`src/rtl/mips_pkg.sv`:
```
// mips_pkg: opcode/funct constants, ALU operation codes and control FSM state encodings
package mips_pkg;
    localparam logic [5:0] OP_RTYPE = 6'b000000;
    localparam logic [5:0] OP_LW    = 6'b100011;
    localparam logic [5:0] OP_SW    = 6'b101011;
    localparam logic [5:0] OP_BEQ   = 6'b000100;
    localparam logic [5:0] OP_ADDI  = 6'b001000;
    localparam logic [5:0] OP_J     = 6'b000010;
    localparam logic [5:0] FN_ADD = 6'b100000;
    localparam logic [5:0] FN_SUB = 6'b100010;
    localparam logic [5:0] FN_AND = 6'b100100;
    localparam logic [5:0] FN_OR  = 6'b100101;
    localparam logic [5:0] FN_SLT = 6'b101010;
    localparam logic [3:0] ALU_AND = 4'b0000;
    localparam logic [3:0] ALU_OR  = 4'b0001;
    localparam logic [3:0] ALU_ADD = 4'b0010;
    localparam logic [3:0] ALU_SUB = 4'b0110;
    localparam logic [3:0] ALU_SLT = 4'b0111;
    typedef enum logic [3:0] {
        FETCH  = 4'd0,
        DECODE = 4'd1,
        MEMADR = 4'd2,
        MEMRD  = 4'd3,
        MEMWB  = 4'd4,
        MEMWR  = 4'd5,
        EXEC   = 4'd6,
        ALUWB  = 4'd7,
        BEQ    = 4'd8,
        ADDIEX = 4'd9,
        ADDIWB = 4'd10,
        JUMP   = 4'd11
    } state_t;
    // AOP_NONE is used by states that do not use the ALU, which drive ALUcontrol to 0
    typedef enum logic [1:0] {
        AOP_ADD   = 2'b00,
        AOP_SUB   = 2'b01,
        AOP_FUNCT = 2'b10,
        AOP_NONE  = 2'b11
    } alu_op_t;
endpackage

```
`src/rtl/mc_control_if.sv`:
```
// mc_control_if: instruction fields and zero flag in, datapath controls out
interface mc_control_if #(parameter int CNT_W = 32);
    logic [5:0] opcode;
    logic [5:0] funct;
    logic zero;
    logic [3:0] ALUcontrol;
    logic RegWrite, MemtoReg, MemWrite, Branch;
    logic PCWrite, IRWrite, IorD, RegDst, ALUSrcA;
    logic [1:0] ALUSrcB;
    logic [1:0] PCSrc;
    logic pc_en, illegal, retire;
    logic [CNT_W-1:0] instr_count;
    modport master (
        input opcode, funct, zero,
        output ALUcontrol, RegWrite, MemtoReg, MemWrite, Branch, PCWrite, IRWrite, IorD, RegDst,
        output ALUSrcA, ALUSrcB, PCSrc, pc_en, illegal, retire, instr_count
    );
    modport slave (
        output opcode, funct, zero,
        input ALUcontrol, RegWrite, MemtoReg, MemWrite, Branch, PCWrite, IRWrite, IorD, RegDst,
        input ALUSrcA, ALUSrcB, PCSrc, pc_en, illegal, retire, instr_count
    );
endinterface

```
`src/rtl/alu_decoder.sv`:
```
// alu_decoder: maps the FSM alu_op and the R-type funct field to a 4-bit ALU operation
module alu_decoder
    import mips_pkg::*;
(
    input  alu_op_t    alu_op,
    input  logic [5:0] funct,
    output logic [3:0] alu_control
);
    logic [3:0] fn_ctl;
    always_comb begin
        fn_ctl = ALU_ADD;
        case (funct)
            FN_SUB:  fn_ctl = ALU_SUB;
            FN_AND:  fn_ctl = ALU_AND;
            FN_OR:   fn_ctl = ALU_OR;
            FN_SLT:  fn_ctl = ALU_SLT;
            default: fn_ctl = ALU_ADD;
        endcase
    end
    assign alu_control = alu_op == AOP_ADD   ? ALU_ADD :
                         alu_op == AOP_SUB   ? ALU_SUB :
                         alu_op == AOP_FUNCT ? fn_ctl  : ALU_AND;
endmodule

```
`src/rtl/mc_control.sv`:
```
// mc_control: multi-cycle MIPS main control FSM with embedded ALU decoder and retire counter
module mc_control
    import mips_pkg::*;
#(
    parameter int CNT_W = 32
) (
    input logic clk,
    input logic rst,
    mc_control_if.master bus
);
    state_t state;
    logic run;
    logic is_lw;
    logic [CNT_W-1:0] cnt;
    alu_op_t alu_op;
    logic legal, pc_write, branch, retire;
    assign legal = bus.opcode inside {OP_RTYPE, OP_LW, OP_SW, OP_BEQ, OP_ADDI, OP_J};
    // run keeps every enable quiet for the first cycle after reset release
    always_ff @(posedge clk or posedge rst) begin
        if (rst) begin
            state <= FETCH;
            run   <= 1'b0;
            is_lw <= 1'b0;
            cnt   <= '0;
        end else begin
            run <= 1'b1;
            if (retire) cnt <= cnt + 1'b1;
            if (state == DECODE) is_lw <= bus.opcode == OP_LW;
            if (!run) state <= FETCH;
            else begin
                case (state)
                    FETCH:  state <= DECODE;
                    DECODE: begin
                        case (bus.opcode)
                            OP_LW, OP_SW: state <= MEMADR;
                            OP_RTYPE:     state <= EXEC;
                            OP_BEQ:       state <= BEQ;
                            OP_ADDI:      state <= ADDIEX;
                            OP_J:         state <= JUMP;
                            default:      state <= FETCH;
                        endcase
                    end
                    MEMADR:  state <= is_lw ? MEMRD : MEMWR;
                    MEMRD:   state <= MEMWB;
                    EXEC:    state <= ALUWB;
                    ADDIEX:  state <= ADDIWB;
                    default: state <= FETCH;
                endcase
            end
        end
    end
    assign pc_write = run && state inside {FETCH, JUMP};
    assign branch   = run && state == BEQ;
    assign retire   = run && state inside {MEMWB, MEMWR, ALUWB, ADDIWB, BEQ, JUMP};
    assign alu_op   = state inside {FETCH, DECODE, MEMADR, ADDIEX} ? AOP_ADD :
                      state == EXEC ? AOP_FUNCT :
                      state == BEQ  ? AOP_SUB : AOP_NONE;
    alu_decoder u_alu_decoder (
        .alu_op      (alu_op),
        .funct       (bus.funct),
        .alu_control (bus.ALUcontrol)
    );
    assign bus.PCWrite     = pc_write;
    assign bus.Branch      = branch;
    assign bus.retire      = retire;
    assign bus.IRWrite     = run && state == FETCH;
    assign bus.RegWrite    = run && state inside {MEMWB, ALUWB, ADDIWB};
    assign bus.MemWrite    = run && state == MEMWR;
    assign bus.MemtoReg    = state == MEMWB;
    assign bus.IorD        = state inside {MEMRD, MEMWR};
    assign bus.RegDst      = state == ALUWB;
    assign bus.ALUSrcA     = state inside {MEMADR, ADDIEX, EXEC, BEQ};
    assign bus.ALUSrcB     = state == FETCH ? 2'b01 : state inside {DECODE, MEMADR, ADDIEX} ? 2'b10 : 2'b00;
    assign bus.PCSrc       = state == BEQ ? 2'b01 : state == JUMP ? 2'b10 : 2'b00;
    assign bus.pc_en       = pc_write | (branch & bus.zero);
    assign bus.illegal     = run && state == DECODE && !legal;
    assign bus.instr_count = cnt;
endmodule

```
`src/flat_wrapper.sv`:
```
// flat-port wrapper written by rule: the top's interface ports become plain ports
module mc_control_flat import mips_pkg::*;
#(
    parameter int CNT_W = 32
)
  (clk, rst, bus_opcode, bus_funct, bus_zero, bus_ALUcontrol, bus_RegWrite, bus_MemtoReg, bus_MemWrite, bus_Branch, bus_PCWrite, bus_IRWrite, bus_IorD, bus_RegDst, bus_ALUSrcA, bus_ALUSrcB, bus_PCSrc, bus_pc_en, bus_illegal, bus_retire, bus_instr_count);
  mc_control_if #(.CNT_W(CNT_W)) bus_i ();
  input logic clk;
  input logic rst;
  input wire logic [$bits(bus_i.opcode)-1:0] bus_opcode;
  input wire logic [$bits(bus_i.funct)-1:0] bus_funct;
  input wire logic [$bits(bus_i.zero)-1:0] bus_zero;
  output wire logic [$bits(bus_i.ALUcontrol)-1:0] bus_ALUcontrol;
  output wire logic [$bits(bus_i.RegWrite)-1:0] bus_RegWrite;
  output wire logic [$bits(bus_i.MemtoReg)-1:0] bus_MemtoReg;
  output wire logic [$bits(bus_i.MemWrite)-1:0] bus_MemWrite;
  output wire logic [$bits(bus_i.Branch)-1:0] bus_Branch;
  output wire logic [$bits(bus_i.PCWrite)-1:0] bus_PCWrite;
  output wire logic [$bits(bus_i.IRWrite)-1:0] bus_IRWrite;
  output wire logic [$bits(bus_i.IorD)-1:0] bus_IorD;
  output wire logic [$bits(bus_i.RegDst)-1:0] bus_RegDst;
  output wire logic [$bits(bus_i.ALUSrcA)-1:0] bus_ALUSrcA;
  output wire logic [$bits(bus_i.ALUSrcB)-1:0] bus_ALUSrcB;
  output wire logic [$bits(bus_i.PCSrc)-1:0] bus_PCSrc;
  output wire logic [$bits(bus_i.pc_en)-1:0] bus_pc_en;
  output wire logic [$bits(bus_i.illegal)-1:0] bus_illegal;
  output wire logic [$bits(bus_i.retire)-1:0] bus_retire;
  output wire logic [$bits(bus_i.instr_count)-1:0] bus_instr_count;
  assign bus_i.opcode = bus_opcode;
  assign bus_i.funct = bus_funct;
  assign bus_i.zero = bus_zero;
  assign bus_ALUcontrol = bus_i.ALUcontrol;
  assign bus_RegWrite = bus_i.RegWrite;
  assign bus_MemtoReg = bus_i.MemtoReg;
  assign bus_MemWrite = bus_i.MemWrite;
  assign bus_Branch = bus_i.Branch;
  assign bus_PCWrite = bus_i.PCWrite;
  assign bus_IRWrite = bus_i.IRWrite;
  assign bus_IorD = bus_i.IorD;
  assign bus_RegDst = bus_i.RegDst;
  assign bus_ALUSrcA = bus_i.ALUSrcA;
  assign bus_ALUSrcB = bus_i.ALUSrcB;
  assign bus_PCSrc = bus_i.PCSrc;
  assign bus_pc_en = bus_i.pc_en;
  assign bus_illegal = bus_i.illegal;
  assign bus_retire = bus_i.retire;
  assign bus_instr_count = bus_i.instr_count;
  mc_control #(.CNT_W(CNT_W)) u_core (.clk(clk), .rst(rst), .bus(bus_i));
endmodule
```
`config.mk`:
```
export PLATFORM = sky130hd
export DESIGN_NAME = mc_control_flat
export DESIGN_NICKNAME = d
export VERILOG_FILES = /design/src/rtl/mips_pkg.sv /design/src/rtl/mc_control_if.sv /design/src/rtl/alu_decoder.sv /design/src/rtl/mc_control.sv /design/src/flat_wrapper.sv
export SDC_FILE = /design/constraint.sdc
export NUM_CORES = 1
export LEC_CHECK = 0
export CAP_MARGIN = 30
export CORE_MARGIN = 2
export CORE_UTILIZATION = 46
export DETAILED_ROUTE_END_ITERATION = 8
export PLACE_DENSITY = 0.91
export SKIP_LAST_GASP = 1
export SLEW_MARGIN = 20
export SYNTH_ARGS = -nofsm -noshare
export SYNTH_HDL_FRONTEND = slang
export SYNTH_HIERARCHICAL = 1
export SYNTH_SLANG_ARGS = --single-unit
export TNS_END_PERCENT = 1
```
`constraint.sdc`:
```
create_clock -name clk -period 1.8 [get_ports clk]
set_input_delay 0.18 -clock clk [delete_from_list [all_inputs] [get_ports clk]]
set_output_delay 0.18 -clock clk [all_outputs]
set_load 0.01 [all_outputs]
```
* After elaboration in Yosys (flattened, before gate mapping) *
Index checks and enable logic that the tools add are counted.

storage, ports and cells
  register bits = 38
  output and inout bits = 52

operators by class
  add/subtract/negate cells = 1
  eq/ne operators = 22
  mux-type cells = 15
  bitwise operators = 2
  reduce and logical (&&, ||, !) cells = 21

operator list
  cell                                                              count
  6-bit == test (second input constant)                             6
  32-bit by 1-bit adder with 32-bit output (second input constant)  1
  4-bit case mux with 6 select lines                                1
  4-bit case mux with 5 select lines                                1
  4-bit by 3-bit == test with 1-bit output (second input constant)  4
  4-bit == test (second input constant)                             4
  4-bit 2-to-1 mux                                                  4
  2-bit 2-to-1 mux                                                  7
  3-bit case mux with 4 select lines                                1
  6-bit nonzero test                                                2
  4-bit by 2-bit == test with 1-bit output (second input constant)  2
  1-bit logical AND                                                 8
  4-bit nonzero test                                                2
  6-bit by 2-bit == test with 1-bit output (second input constant)  1
  6-bit by 3-bit == test with 1-bit output (second input constant)  1
  6-bit by 4-bit == test with 1-bit output (second input constant)  1
  6-bit zero test                                                   1
  3-bit nonzero test                                                2
  4-bit by 1-bit == test with 1-bit output (second input constant)  1
  4-bit zero test                                                   1
  2-bit nonzero test                                                2
  3-bit 2-to-1 mux                                                  1
  2-bit by 1-bit == test with 1-bit output (second input constant)  1
  2-bit == test (second input constant)                             1
  5 further kinds                                                   5

* Logic depth before layout (Yosys ltp) *
  word-level depth = 8
  gate-level depth with buffers = 6
  depth with buffers taken out = 5

* Modules after synthesis *
Netlist, hierarchy kept.

modules (own cells, without submodules)
  module       instances  cells an instance  area an instance (um^2)
  mc_control   1          209                2029.4
  alu_decoder  1          12                 101.3

* Worst setup path after synthesis *
OpenSTA, ideal clock, no wires.

  path kind = reg2out
  start point = register u_core.state[3]
  end point = output bus_pc_en
  arrival = 1.567 ns
  required time = 1.620 ns
  slack = 0.053 ns
  cell stages (with the launch flop) = 6
  path buffers = 1
  path through = dfrtp_1 > clkbuf_1 > nor4_1 > nor2_1 > nor2_1 > a21o_1

between the ends
  cells in the longest elaborated chain, start to end = 4

RTL lines
  item                                                     RTL line            text
  from (decl)                                              mc_control.sv:11    state_t state;
  from (signal assigned)                                   mc_control.sv:43    MEMADR: state <= is_lw ? MEMRD : MEMWR;
  4-bit == test / 4-bit zero test (equally long branches)  mc_control.sv:52    assign pc_write = run && state inside {FETCH, JUMP};
  2-bit nonzero test (*)                                   mc_control.sv:52
  1-bit logical AND (*)                                    mc_control.sv:52
  named net bus_PCWrite                                    flat_wrapper.sv:18  output wire logic [$bits(bus_i.PCWrite)-1:0] bus_PCWrite;
  1-bit OR (*)                                             mc_control.sv:75    assign bus.pc_en = pc_write | (branch & bus.zero);
  to (decl)                                                flat_wrapper.sv:25  output wire logic [$bits(bus_i.pc_en)-1:0] bus_pc_en;

The timed path passes the listed nets; every way through them passes the cells marked *.

* Final worst setup path *
  start point = register u_core.state[0]
  end point = output bus_IRWrite

between the ends
  cells in the longest elaborated chain, start to end = 2

RTL lines
  item               RTL line            text
  4-bit zero test    mc_control.sv:66    assign bus.IRWrite = run && state == FETCH;
  1-bit logical AND  mc_control.sv:66
  to (decl)          flat_wrapper.sv:19  output wire logic [$bits(bus_i.IRWrite)-1:0] bus_IRWrite;

No other way between the ends.

==> impl_metrics.json <==
{
  "status": "complete, but fails checks",
  "violations": "negative setup slack",
  "leakage_nw": 1.52,
  "fin_cells": 377,
  "cts_buffer_depth": 2,
  "drc": 0,
  "critical_path_arrival_ns": 1.88,
  "antenna_found_initial": 0,
  "first_global_vias": 1985,
  "ys_warn_count": 6,
  "fin_skew_ns": 0.00298,
  "total_power_mw": 1.90,
  "area_delta_synth_final_pct": 53.6,
  "synth.area.mux_share_pct": 0.528,
  "ir_drop_uv": 501,
  "rsz0062_at_grt": "yes",
  "synth.avg_cell_area_um2": 9.64,
  "die_y_um": 72.1,
  "layout_setup_ws_ns": -0.264,
  "io_pins": 67,
  "yosys.cell_types.count": 47,
  "synthArstFlopShare_pct": 100,
  "portBuffers": 65,
  "grt_use_met2_pct": 39.8,
  "cts_sinks": 38,
  "fp.dieW_um": 72.1,
  "max_clock_freq_mhz": 485,
  "synth_xor_area_share_pct": 13.6,
  "final_common_cell": "clkdlybuf4s50_1",
  "yosys.area.top_type_share_pct": 44.6,
  "critPathKind": "register to output pin",
  "coreArea_um2": 4410,
  "synth.largest_area_cell": "dfrtp_1",
  "synth.area.top_cells": "dfrtp_1 (45%), xnor2_1 (9.9%), nand3_1 (4.2%)",
  "cts_buffers": 5,
  "grt.busiest_layer": "met2",
  "ys.flop_type": "dfrtp_1",
  "num_vias": 2026,
  "grt_max_degree": 39,
  "grt_pass1_wl_um": 9210,
  "routabilityCongestion": 0.808,
  "num-nets-final": 341,
  "synth-seq-cells": 38,
  "synth-seq-area-share_pct": 44.6,
  "start_util_pct": 48.3,
  "cts_hold_buffers": 0,
  "powerDensity_nw_per_um2": 579,
  "synthSimpleGateAreaFrac_pct": 29.7,
  "final-setup-viol-count": 26,
  "synth_top_family_by_area": "simple AND/OR/NAND/NOR gates",
  "netlist_instances": 221,
  "dr.first_iter.drc_count": 76,
  "synth_compound_area_share_pct": 7.46,
  "postRouteAntennaNets": 0,
  "place_inst": 365,
  "synth_fa_ha_area_share_pct": 0.587,
  "drive_gt1_share_pct": 20.3,
  "firstDrtPassIters": 4,
  "dieArea_um2": 5190,
  "use_met1_pct": 27.6,
  "root_buffer": "clkbuf_8",
  "hold_viol": 0,
  "grt_util_met3_pct": 3.61,
  "syn_nets": 237,
  "required_ns": 1.62,
  "synth_edf_count": 0,
  "layout_common_cells": "clkdlybuf4s50_1 (55), buf_4 (39), dfrtp_1 (34)",
  "grt.total_usage_pct": 22.6,
  "antenna_cells": 0,
  "final_core_util_pct": 74.1,
  "clk_latency_ns": 0.29,
  "fin_crit_sh_pct": 115,
  "critPathCaptureType": "output pin",
  "cts_tree": "built",
  "holdCritPathClass": "input port to asynchronous set/reset pin",
  "synth_area_um2": 2130,
  "drv_cap": 0,
  "dp_slack_ns": -0.352,
  "critPathMaxFanout": 7,
  "clk_pin_slew_ns": 0.07,
  "fp-row-count": 24,
  "grt_overflow": 0,
  "viasPerCell": 5.37,
  "cp-start-kind": "register",
  "wl_um": 5490,
  "htreeDepth": 2,
  "dp_hpwl_um": 4030,
  "slew_viol_final": 0,
  "wl_per_cell_um": 14.5,
  "period_minus_slack_ns": 2.06
}
==> cell usage after synthesis (all sizes together) (3+ instances only) <==
library cell   n
nand2b         6
clkbuf         4
and3           7
a21oi          7
nor3           9
inv            7
nand2         16
nand4          7
nand3         18
xor2           9
dfrtp         38
and4bb         4
o21ai          3
buf            5
xnor2         24
nor4           5
and4           5
nor2          19
==> worst max-delay path: stages, from the launching register on <==
cell and delay (ns):
dfrtp_2 0.48, nor4_4 0.31, buf_4 0.15, and2_1 0.11, clkdlybuf4s50_1 0.53
==> final cells by class <==
| cell class | count | area, um^2 |
|---|---|---|
| fillers | 311 | 1140 |
| clock inverters | 1 | 30.0 |
| clock buffers | 6 | 82.6 |
| inverters | 7 | 26.3 |
| repair buffers | 106 | 960 |
| well taps | 52 | 65.1 |
| multi-input cells | 167 | 1150 |
| flip-flops and latches | 38 | 956 |
==> worst paths after layout <==
path,from,slack (ns),end,cells after the start
min reg2reg,u_core/bus.instr_count[31],0.49,u_core/bus.instr_count[31],1
min,rst,0.30,u_core/bus.instr_count[20],3
max,u_core/state[0],-0.26,bus_IRWrite,4
min in group clk,u_core/bus.instr_count[31],0.49,u_core/bus.instr_count[31],1
max reg2reg,u_core/state[3],-0.07,u_core/bus.instr_count[18],7
max in group asynchronous,rst,1.16,u_core/state[0],3
==> state kept, by name, summed over array words and instances (netlist names) <==
name and count:
u_core/bus.instr_count 32, u_core/state 4, u_core/is_lw 1, u_core/run 1
==> repair_timing <==
| action | 4_1_cts | 5_1_grt |
|---|---|---|
| resized for setup | 21 | 1 |
| pin swaps | 2 | 0 |
| endpoints found under the setup margin | 34 | 45 |
| setup buffers | 5 | 0 |
==> per-stage QoR <==
step	hold slack (ns)	area (um^2)	setup TNS, ns
6_report	0.298	3270	-2.84
3_5_place_dp	0.482	3090	-1.45
2_1_floorplan	0.277	2130	0
5_1_grt	0.370	3270	-5.68
3_3_place_gp	0.461	3090	-0.837
4_1_cts	0.312	3270	-2.99
==> where the power goes <==
part / internal (mW) / leakage, nW / switching (mW)
clock network: 0.443 / 0.0573 / 0.289
logic: 0.145 / 0.943 / 0.116
registers: 0.874 / 0.518 / 0.0294
total: 1.46 / 1.52 / 0.434
==> logic make-up after synthesis <==
group | after synthesis
compound gates | 23
xor+xnor | 33
fa+ha+maj | 1
buf+inv | 16
flops | 38
mux | 1
other cells | 2
simple gates | 107
==> routing by layer <==
layer  share of wire, %  routed length [um]  up-vias
li1                   -                   -      988
met1                 43                2360      980
met2                 52                2840       49
met3                3.2                 177        9
met4                2.0                 108        0
met5                  0                   0        -
Note: power is estimated with default switching activity, not from simulation.
